`src/rtl/dvbc_derandomizer.sv`:
```
// dvbc_derandomizer: DVB-C energy-dispersal removal (PRBS 1+x^14+x^15) on a sync-aligned TS byte stream
// Ports:
//   clk, rst_n                    clock, asynchronous active-low reset
//   in_data/in_valid/in_sop       RS-decoded byte stream, in_sop marks packet sync byte
//   in_ready                      upstream handshake, free when output register is empty or draining
//   out_data/out_valid/out_sop    derandomized bytes, syncs restored to 0x47
//   out_ready                     downstream handshake
//   locked                        group sync (0xB8) acquired
//   sync_err                      one-cycle pulse per bad sync byte while locked
module dvbc_derandomizer #(
    parameter int PKT_LEN   = 188,
    parameter int GROUP_LEN = 8,
    parameter int LOSS_CNT  = 3
) (
    input  logic       clk,
    input  logic       rst_n,
    input  logic [7:0] in_data,
    input  logic       in_valid,
    input  logic       in_sop,
    output logic       in_ready,
    output logic [7:0] out_data,
    output logic       out_valid,
    output logic       out_sop,
    input  logic       out_ready,
    output logic       locked,
    output logic       sync_err
);
    localparam int BW = $clog2(PKT_LEN);
    localparam int PW = $clog2(GROUP_LEN + 1);
    localparam int CW = $clog2(LOSS_CNT + 1);
    // bit k of the vector is register stage r_k; init r1..r15 = 100101010000000
    localparam logic [15:1] PRBS_INIT = 15'b000000010101001;
    localparam logic [7:0] SYNC = 8'h47;
    localparam logic [7:0] SYNC_INV = 8'hB8;
    typedef enum logic {HUNT, LOCKED} state_t;
    state_t state;
    logic [BW-1:0] byte_cnt;
    logic [PW-1:0] pkt_idx;
    logic [CW-1:0] bad_cnt;
    logic [15:1] prbs, prbs_adv;
    logic [7:0] prbs_byte;
    logic xfer, sync_pos, first_pkt, last_byte, last_pkt, good_sync, bad_sync, lose;
    assign in_ready = out_ready || !out_valid;
    assign xfer = in_valid && in_ready;
    assign sync_pos = byte_cnt == '0;
    assign first_pkt = pkt_idx == '0;
    assign last_byte = byte_cnt == BW'(PKT_LEN - 1);
    assign last_pkt = pkt_idx == PW'(GROUP_LEN - 1);
    assign good_sync = in_sop && in_data == (first_pkt ? SYNC_INV : SYNC);
    // a sync flag away from the sync position is also a sync fault
    assign bad_sync = sync_pos ? !good_sync : in_sop;
    assign lose = bad_sync && bad_cnt == CW'(LOSS_CNT - 1);
    // eight LFSR steps unrolled; the first generated bit is the byte MSB
    always_comb begin
        prbs_adv = prbs;
        prbs_byte = '0;
        for (int i = 7; i >= 0; i--) begin
            prbs_byte[i] = prbs_adv[14] ^ prbs_adv[15];
            prbs_adv = {prbs_adv[14:1], prbs_byte[i]};
        end
    end
    always_ff @(posedge clk or negedge rst_n) begin
        if (!rst_n) begin
            state <= HUNT;
            locked <= 1'b0;
            sync_err <= 1'b0;
            out_data <= '0;
            out_valid <= 1'b0;
            out_sop <= 1'b0;
            byte_cnt <= '0;
            pkt_idx <= '0;
            bad_cnt <= '0;
            prbs <= PRBS_INIT;
        end else begin
            sync_err <= 1'b0;
            if (out_ready) out_valid <= 1'b0;
            if (xfer) begin
                if (state == HUNT) begin
                    if (in_sop && in_data == SYNC_INV) begin
                        state <= LOCKED;
                        locked <= 1'b1;
                        byte_cnt <= BW'(1);
                        pkt_idx <= '0;
                        bad_cnt <= '0;
                        prbs <= PRBS_INIT;
                        out_valid <= 1'b1;
                        out_data <= SYNC;
                        out_sop <= 1'b1;
                    end
                end else begin
                    byte_cnt <= last_byte ? '0 : byte_cnt + 1'b1;
                    if (last_byte) pkt_idx <= last_pkt ? '0 : pkt_idx + 1'b1;
                    // the group-opening sync restarts the sequence, later syncs only consume it
                    prbs <= (sync_pos && first_pkt) ? PRBS_INIT : prbs_adv;
                    out_data <= sync_pos ? SYNC : in_data ^ prbs_byte;
                    out_sop <= sync_pos;
                    sync_err <= bad_sync;
                    if (sync_pos && good_sync) bad_cnt <= '0;
                    else if (bad_sync) bad_cnt <= bad_cnt + 1'b1;
                    if (lose) begin
                        state <= HUNT;
                        locked <= 1'b0;
                        byte_cnt <= '0;
                        pkt_idx <= '0;
                        bad_cnt <= '0;
                    end else begin
                        out_valid <= 1'b1;
                    end
                end
            end
        end
    end
endmodule

```
`config.mk`:
```
export PLATFORM = sky130hd
export DESIGN_NAME = dvbc_derandomizer
export DESIGN_NICKNAME = d
export VERILOG_FILES = /design/src/rtl/dvbc_derandomizer.sv
export SDC_FILE = /design/constraint.sdc
export NUM_CORES = 1
export LEC_CHECK = 0
export ABC_AREA = 1
export ABC_CLOCK_PERIOD_IN_PS = 2200
export CAP_MARGIN = 0
export CORE_ASPECT_RATIO = 0.5
export CORE_MARGIN = 4
export CORE_UTILIZATION = 30
export CTS_CLUSTER_DIAMETER = 150
export DETAILED_ROUTE_END_ITERATION = 10
export SLEW_MARGIN = 25
export SYNTH_ARGS = -nofsm -noshare
export SYNTH_HDL_FRONTEND = slang
export SYNTH_SLANG_ARGS = --single-unit
```
`constraint.sdc`:
```
create_clock -name clk -period 2.2 [get_ports clk]
set_input_delay 0.22 -clock clk [delete_from_list [all_inputs] [get_ports clk]]
set_output_delay 0.22 -clock clk [all_outputs]
set_load 0.05 [all_outputs]
```
==> results of run 1 <==
## per-stage QoR
stage / util / cell area (um^2)
finish: 0.381 / 2820
global route: 0.381 / 2820
CTS: 0.381 / 2820
detailed placement: 0.360 / 2670
global placement: 0.360 / 2670
floorplan: - / 2310
## cell families (layout without fill, tap and decap cells)
family,Yosys count,after routing,share of synthesized area
DFF,42,42,0.457
buffers and inverters,39,73,0.0770
adders and majority gates,5,5,0.0271
AOI/OAI and AO/OA,25,25,0.0667
xor gates and xnor gates,21,21,0.0797
and+or+nand+nor,143,143,0.292
## critical path, stage by stage
cell                              delay (ns)
sky130_fd_sc_hd__clkdlybuf4s50_1        0.46
sky130_fd_sc_hd__inv_1                  0.04
sky130_fd_sc_hd__nand2_1                0.09
sky130_fd_sc_hd__clkdlybuf4s50_1        0.81
## state kept, by name (all words and copies together) (netlist names)
name,count
out_sop,1
pkt_idx,4
sync_err,1
out_data,8
state,1
locked,1
byte_cnt,8
out_valid,1
bad_cnt,2
prbs,15
## power groups by stage
stage	combinational, uW	clock, uW	sequential [uW]
floorplan	804	0	1460
global placement	1480	0	1170
detailed placement	1500	0	1180
CTS	1510	749	1170
global route	1630	781	1200
finish	1490	738	1170
## per-layer routing
metal	global-route usage	wire [um]	vias up
met3	0.0223	88	7
met2	0.205	2600	13
met5	0	0	-
met1	0.119	2110	881
met4	0.0419	70	0
li1	-	-	926
## area by class of cell
cell class	count	area (um^2)
Clock buffer	7	143
Clock inverter	1	5.00
Fill cell	724	4580
Inverter	33	124
Multi-Input combinational cell	194	1070
Sequential cell	42	1060
Tap cell	96	120
Timing Repair Buffer	32	300
## cell usage after synthesis, types with 2 or more instances
| cell | count | share of area |
|---|---|---|
| sky130_fd_sc_hd__inv_1 | 27 | 0.044 |
| sky130_fd_sc_hd__nor2_2 | 3 | 0.0081 |
| sky130_fd_sc_hd__o21ai_0 | 10 | 0.022 |
| sky130_fd_sc_hd__nand3_4 | 2 | 0.015 |
| sky130_fd_sc_hd__dfstp_2 | 4 | 0.046 |
| sky130_fd_sc_hd__o22ai_1 | 2 | 0.0054 |
| sky130_fd_sc_hd__ha_1 | 5 | 0.027 |
| sky130_fd_sc_hd__xor2_1 | 16 | 0.061 |
| sky130_fd_sc_hd__a31oi_1 | 4 | 0.011 |
| sky130_fd_sc_hd__buf_6 | 3 | 0.015 |
| sky130_fd_sc_hd__nand2_2 | 6 | 0.016 |
| sky130_fd_sc_hd__nor3_1 | 4 | 0.0087 |
| sky130_fd_sc_hd__inv_2 | 6 | 0.0098 |
| sky130_fd_sc_hd__nand2_1 | 75 | 0.12 |
| sky130_fd_sc_hd__nor2_1 | 27 | 0.044 |
| sky130_fd_sc_hd__nand3_1 | 15 | 0.033 |
| sky130_fd_sc_hd__buf_4 | 2 | 0.0065 |
| sky130_fd_sc_hd__dfrtp_1 | 38 | 0.41 |
| sky130_fd_sc_hd__a21oi_1 | 5 | 0.011 |
| sky130_fd_sc_hd__nand4_1 | 2 | 0.0054 |
| sky130_fd_sc_hd__xnor2_1 | 5 | 0.019 |
| sky130_fd_sc_hd__nor2_4 | 3 | 0.015 |
| sky130_fd_sc_hd__nand2_4 | 3 | 0.015 |
## path summary, 6_finish.rpt
check,from,to,slack [ns]
worst max-delay path,out_ready,in_ready,0.36
worst min-delay path,prbs[5]$_DFFE_PN0P_,prbs[5]$_DFFE_PN0P_,0.48
worst max register to register,pkt_idx[0]$_DFFE_PN0P_,pkt_idx[2]$_DFFE_PN0P_,0.44
worst min register to register,prbs[5]$_DFFE_PN0P_,prbs[5]$_DFFE_PN0P_,0.48
max in group asynchronous,rst_n,prbs[1]$_DFFE_PN1P_,1.02
min in group asynchronous,rst_n,out_data[3]$_DFFE_PN0P_,0.51
## timing repair
item | 4_1_cts | 5_1_grt
hold buffers | 1 | 0
setup endpoints to repair | 0 | 0
endpoints found under the hold margin | 18 | 0
==> impl_results.rst, run 1 <==
.. list-table::
   :header-rows: 1

   * - Metric
     - Value
   * - Setup bufs post-CTS
     - 0
   * - Cell area after synthesis
     - 2310 um^2
   * - Fraction of power consumed by sequential logic
     - 0.344
   * - Final weighted congestion in routability-driven placement
     - 0.763
   * - Sequential-to-total area share from yosys stat
     - 0.457
   * - DRT Pass-1 Iters
     - 4
   * - Mean instance size in the synthesized netlist
     - 8.39 um^2
   * - Quantity of gates resized following cts
     - 0
   * - GRT Total Usage
     - 0.108
   * - Clk Tree Root Cell
     - sky130_fd_sc_hd__clkbuf_16
   * - Max Freq
     - 0.542 GHz
   * - Largest buffer count on any clock path
     - 2
   * - Design internal power
     - 1970 uW
   * - Cell variety after synth
     - 31
   * - Area of the placeable core
     - 7400 um^2
   * - Count of boundary I/O pins
     - 26
   * - Total power divided by cell area
     - 1200 nW/um^2
   * - Critical path start-end classification
     - in -> out
   * - Post-place setup slack
     - 0.223 ns
   * - Post-detailed-route DRC marker count
     - 0
   * - Switching share of power
     - 0.419
   * - Routed via count
     - 1827
   * - Non-filler cells, final
     - 405
   * - Startpoint type of the worst setup path
     - input port
   * - Leak pwr
     - 0.00136 uW
   * - Routed WL per cell
     - 12.0 um
   * - ANT cells
     - 0
   * - Top library cells by usage in the layout, fill and taps aside
     - sky130_fd_sc_hd__nand2_1 (75), sky130_fd_sc_hd__dfrtp_1 (38), sky130_fd_sc_hd__inv_1 (27), sky130_fd_sc_hd__nor2_1 (27), sky130_fd_sc_hd__clkdlybuf4s50_1 (24)
   * - Type of the tightest min-delay check
     - reg -> reg
   * - Number of routed nets with antenna violations
     - 0
   * - Number of core rows
     - 22
   * - Relative contribution of combinational cells to total power
     - 0.439
   * - Inserted Clock Buffers
     - 5
   * - Clock latency on the worst-skew pair
     - 0.28 ns
   * - Hold Vio Cnt, Final
     - 0
   * - Length in cells of the worst reg-to-reg path
     - 10
   * - Hold slack final
     - 0.480 ns
   * - Die outline width
     - 132 um
   * - Vias in the first global route
     - 1842
   * - Final Slew Violations
     - 0
   * - Cells after synthesis
     - 275
   * - Asr flop ratio synth
     - 1.00
   * - Top flip-flop cell by instance count after synthesis
     - sky130_fd_sc_hd__dfrtp_1
   * - Ys Warns
     - 0
   * - Number of nets at the end of the flow
     - 326
   * - CTS clock-pin slew for the worst setup and hold paths
     - 0.06 ns
   * - Fin worst setup slack
     - 0.356 ns
   * - Clock power share
     - 0.217
   * - EDFF count, synth
     - 0
   * - Number of sinks handled by clock tree synthesis
     - 42
   * - Synth-to-Final Area Change
     - 22.3%
   * - Power Total
     - 3390 uW
   * - Inst Count DP
     - 396
   * - Slew Limit Headroom
     - 0.559
   * - Required time at the worst-slack endpoint
     - 1.98 ns
   * - TritonCTS clock tree
     - built
   * - DIE HEIGHT
     - 70.0 um
   * - Category of the worst setup path capture point
     - primary output
   * - Maximum level of the CTS H-tree
     - 2
   * - Fraction of layout instances using a drive strength above 1
     - 0.146
   * - Final worst path period need
     - 1.84 ns
   * - 1st-iter DRT viols
     - 52
   * - Hold Path Depth
     - 2
   * - Clock Skew
     - 0.00472 ns
   * - Total negative slack for setup checks
     - 0 ns
   * - First-pass GRT wire length
     - 8220 um
   * - Total grt overflow
     - 0
   * - VDD IR-drop max
     - 332 uV
   * - Net Switching
     - 1420 uW
   * - Vias per inst
     - 4.51
   * - Starting density of the core
     - 0.312
   * - Setup violations, final
     - 0
   * - Area of the die
     - 9250 um^2
   * - Most frequent standard cell in the layout excluding fill and tap cells
     - sky130_fd_sc_hd__nand2_1
   * - Number of maximum-capacitance violations
     - 0
   * - WP data arrival
     - 1.62 ns
   * - Port Buf Inserts
     - 25
   * - Largest net degree at the start of global routing
     - 29
   * - Number of antenna violations at the first check in global routing
     - 0
   * - RSZ-0062 raised after global routing
     - no
   * - Nets in the synthesized netlist
     - 293
   * - HPWL reported at the end of detailed placement
     - 3660 um
   * - Post-detailed-routing wire length
     - 4860 um
   * - Final clock period utilization by the worst path
     - 0.838
   * - #FFs+latches synth
     - 42
   * - Pin slew with the least headroom to its limit
     - 0.661 ns
   * - Max FO, Critical Path
     - 3
   * - Run status
     - finished clean
Note: power is estimated with default switching activity, not from simulation.
==> inputs of run 2 (changes only) <==
Settings changed: ABC_CLOCK_PERIOD_IN_PS 2200 to 1700.
Clock period 2.2 ns to 1.7 ns, I/O delays scaled along.
==> impl_results.rst, run 2 (same netlist as run 1, synthesis figures left out) <==
.. list-table::
   :header-rows: 1

   * - Metric
     - Value
   * - Fill count
     - 687
   * - GRT Total Usage
     - 0.117
   * - Worst setup startpoint
     - byte_cnt[0]$_DFFE_PN0P_
   * - Largest net degree at the start of global routing
     - 27
   * - Maximum level of the CTS H-tree
     - 2
   * - WP data arrival
     - 1.89 ns
   * - Routed WL per cell
     - 12.3 um
   * - Met2 global-route usage
     - 0.221
   * - DRT Pass-1 Iters
     - 5
   * - Fraction of layout instances using a drive strength above 1
     - 0.272
   * - Post-detailed-routing wire length
     - 5280 um
   * - Flip-flop count of the largest register, all copies and words added
     - 15
   * - Reg-to-reg critical path endpoint
     - pkt_idx[1]$_DFFE_PN0P_
   * - ANT cells
     - 0
   * - Register ranked first by flip-flop count
     - prbs
   * - Final clock period utilization by the worst path
     - 0.980
   * - Setup violations, final
     - 0
   * - Number of antenna violations at the first check in global routing
     - 0
   * - Largest buffer count on any clock path
     - 2
   * - Number of core rows
     - 22
   * - Startpoint type of the worst setup path
     - register
   * - Port Buf Inserts
     - 25
   * - Final Slew Violations
     - 0
   * - Type of the tightest min-delay check
     - in -> async
   * - Critical path start-end classification
     - reg -> reg
   * - Max FO, Critical Path
     - 7
   * - Area of the placeable core
     - 7400 um^2
   * - Pin slew with the least headroom to its limit
     - 0.506 ns
   * - Area of the multi-input gates
     - 1190 um^2
   * - TritonCTS clock tree
     - built
   * - Category of the worst setup path capture point
     - register
   * - Number of maximum-capacitance violations
     - 0
   * - Slew Limit Headroom
     - 0.661
   * - Count of boundary I/O pins
     - 26
   * - Max Freq
     - 0.600 GHz
   * - HPWL reported at the end of detailed placement
     - 3850 um
   * - Length in cells of the worst reg-to-reg path
     - 12
   * - Total negative slack for setup checks
     - 0 ns
   * - Starting density of the core
     - 0.312
   * - Clk Tree Root Cell
     - sky130_fd_sc_hd__clkbuf_16
   * - Total power divided by cell area
     - 1600 nW/um^2
   * - GR Util met3
     - 0.0237
   * - Origin of the critical flop-to-flop path
     - byte_cnt[0]$_DFFE_PN0P_
   * - Vias in the first global route
     - 1914
   * - Synth-to-Final Area Change
     - 38.5%
   * - Most frequent standard cell in the layout excluding fill and tap cells
     - sky130_fd_sc_hd__nand2_1
   * - Clock Skew
     - 0.00502 ns
   * - Final worst path period need
     - 1.67 ns
   * - Routed via count
     - 1950
   * - Global-route layer with the greatest usage
     - met2
   * - Post-detailed-route DRC marker count
     - 0
   * - RSZ-0062 raised after global routing
     - yes
   * - DIE HEIGHT
     - 70.0 um
   * - Worst setup path endpoint
     - pkt_idx[1]$_DFFE_PN0P_
   * - Clock latency on the worst-skew pair
     - 0.28 ns
   * - FF/Latch Area
     - 1060 um^2
   * - Number of sinks handled by clock tree synthesis
     - 42
   * - Die outline width
     - 132 um
   * - Register-to-Register Setup Slack
     - 0.03 ns
   * - Top library cells by usage in the layout, fill and taps aside
     - sky130_fd_sc_hd__nand2_1 (74), sky130_fd_sc_hd__dfrtp_1 (37), sky130_fd_sc_hd__buf_4 (29)
   * - Run status
     - finished clean
   * - CTS clock-pin slew for the worst setup and hold paths
     - 0.06 ns
   * - Required time at the worst-slack endpoint
     - 1.92 ns
   * - Top flop regs
     - prbs: 15 flops, byte_cnt: 8 flops, out_data: 8 flops
   * - 1st-iter DRT viols
     - 88
   * - First-pass GRT wire length
     - 8930 um
   * - Area of the die
     - 9250 um^2
   * - Total grt overflow
     - 0
   * - Hold Vio Cnt, Final
     - 0
   * - Leak pwr
     - 0.00154 uW
   * - Met1 track demand over resource in global routing
     - 0.136
   * - Inserted Clock Buffers
     - 5
   * - Vias per inst
     - 4.53
   * - VDD IR-drop max
     - 614 uV
   * - Number of routed nets with antenna violations
     - 0
   * - Number of nets at the end of the flow
     - 351
   * - Final weighted congestion in routability-driven placement
     - 0.845
   * - Power Total
     - 5110 uW
-- run 2: cell count changes in the layout (fill, tap and decap cells not counted), moves of 4 or more --
cell,before,now
sky130_fd_sc_hd__nor2_1,27,22
sky130_fd_sc_hd__buf_4,6,29
sky130_fd_sc_hd__inv_1,27,22
sky130_fd_sc_hd__inv_2,6,11
sky130_fd_sc_hd__nor2_2,3,7
-- run 2: metal layers --
| metal | wire length, um | vias up | part of all wire |
|---|---|---|---|
| met5 | 0 | - | 0 |
| met2 | 2820 | 26 | 0.53 |
| met1 | 2290 | 939 | 0.43 |
| met3 | 111 | 8 | 0.021 |
| met4 | 55 | 0 | 0.010 |
| li1 | - | 977 | - |
-- run 2: report_power, final --
group | internal [uW] | switching [uW]
logic | 935 | 1420
registers | 1300 | 227
clock network | 843 | 378
total | 3080 | 2030
-- run 2: cell type report --
| cell class | count | area share |
|---|---|---|
| Multi-Input combinational cell | 195 | 0.372 |
| Sequential cell | 42 | 0.331 |
| Timing Repair Buffer | 56 | 0.160 |
| Clock buffer | 5 | 0.0391 |
| Inverter | 33 | 0.0387 |
| Tap cell | 96 | 0.0376 |
| Clock inverter | 3 | 0.0215 |
-- run 2: repair_timing --
action | 4_1_cts | 5_1_grt
cloned | 1 | 0
hold buffers | 1 | 0
buffers inserted | 0 | 5
endpoints found under the hold margin | 16 | 0
pin swaps | 1 | 6
gates resized for setup | 2 | 24
endpoints found under the setup margin | 7 | 20
-- run 2: per-stage QoR --
| step | hold slack [ns] | instance area (um^2) | setup WS (ns) | std cells | util |
|---|---|---|---|---|---|
| floorplan | -0.126 | 2320 | 0.0657 | 275 | - |
| global placement | 0.124 | 2850 | -0.0343 | 415 | 0.385 |
| detailed placement | 0.130 | 2850 | -0.107 | 415 | 0.385 |
| CTS | 0.360 | 3070 | 0.00761 | 425 | 0.414 |
| global route | 0.420 | 3200 | -0.0844 | 430 | 0.432 |
| finish | 0.358 | 3200 | 0.0342 | 430 | 0.432 |
-- run 2: critical path, stage by stage (launching register included) --
cell and delay [ns]:
sky130_fd_sc_hd__dfrtp_1 0.41, sky130_fd_sc_hd__inv_2 0.10, sky130_fd_sc_hd__ha_4 0.14, sky130_fd_sc_hd__nand2_4 0.05
sky130_fd_sc_hd__nor2_4 0.11, sky130_fd_sc_hd__nand2_4 0.08, sky130_fd_sc_hd__nor2_4 0.10, sky130_fd_sc_hd__nand3_4 0.09
sky130_fd_sc_hd__nand3_4 0.18, sky130_fd_sc_hd__nand2_8 0.11, sky130_fd_sc_hd__nor2_1 0.11, sky130_fd_sc_hd__nand2_1 0.06
sky130_fd_sc_hd__nand2_1 0.05
-- run 2: how the worst min path moves through the flow --
stage          slack [ns]                      end  startpoint  depth (start not counted)
2_1_floorplan       -0.13   bad_cnt[0]$_DFFE_PN0P_       rst_n                          0
3_3_place_gp         0.12  out_data[1]$_DFFE_PN0P_       rst_n                          1
3_5_place_dp         0.13  out_data[1]$_DFFE_PN0P_       rst_n                          1
4_1_cts              0.36  out_data[1]$_DFFE_PN0P_       rst_n                          2
5_1_grt              0.42  out_data[1]$_DFFE_PN0P_       rst_n                          2
6_report             0.36  out_data[1]$_DFFE_PN0P_       rst_n                          2
==> inputs of run 3 (changes only) <==
Settings changed: GPL_ROUTABILITY_DRIVEN set to 1.
==> results of run 3 <==
Final layout, timing and power as in run 2 (identical DEF).
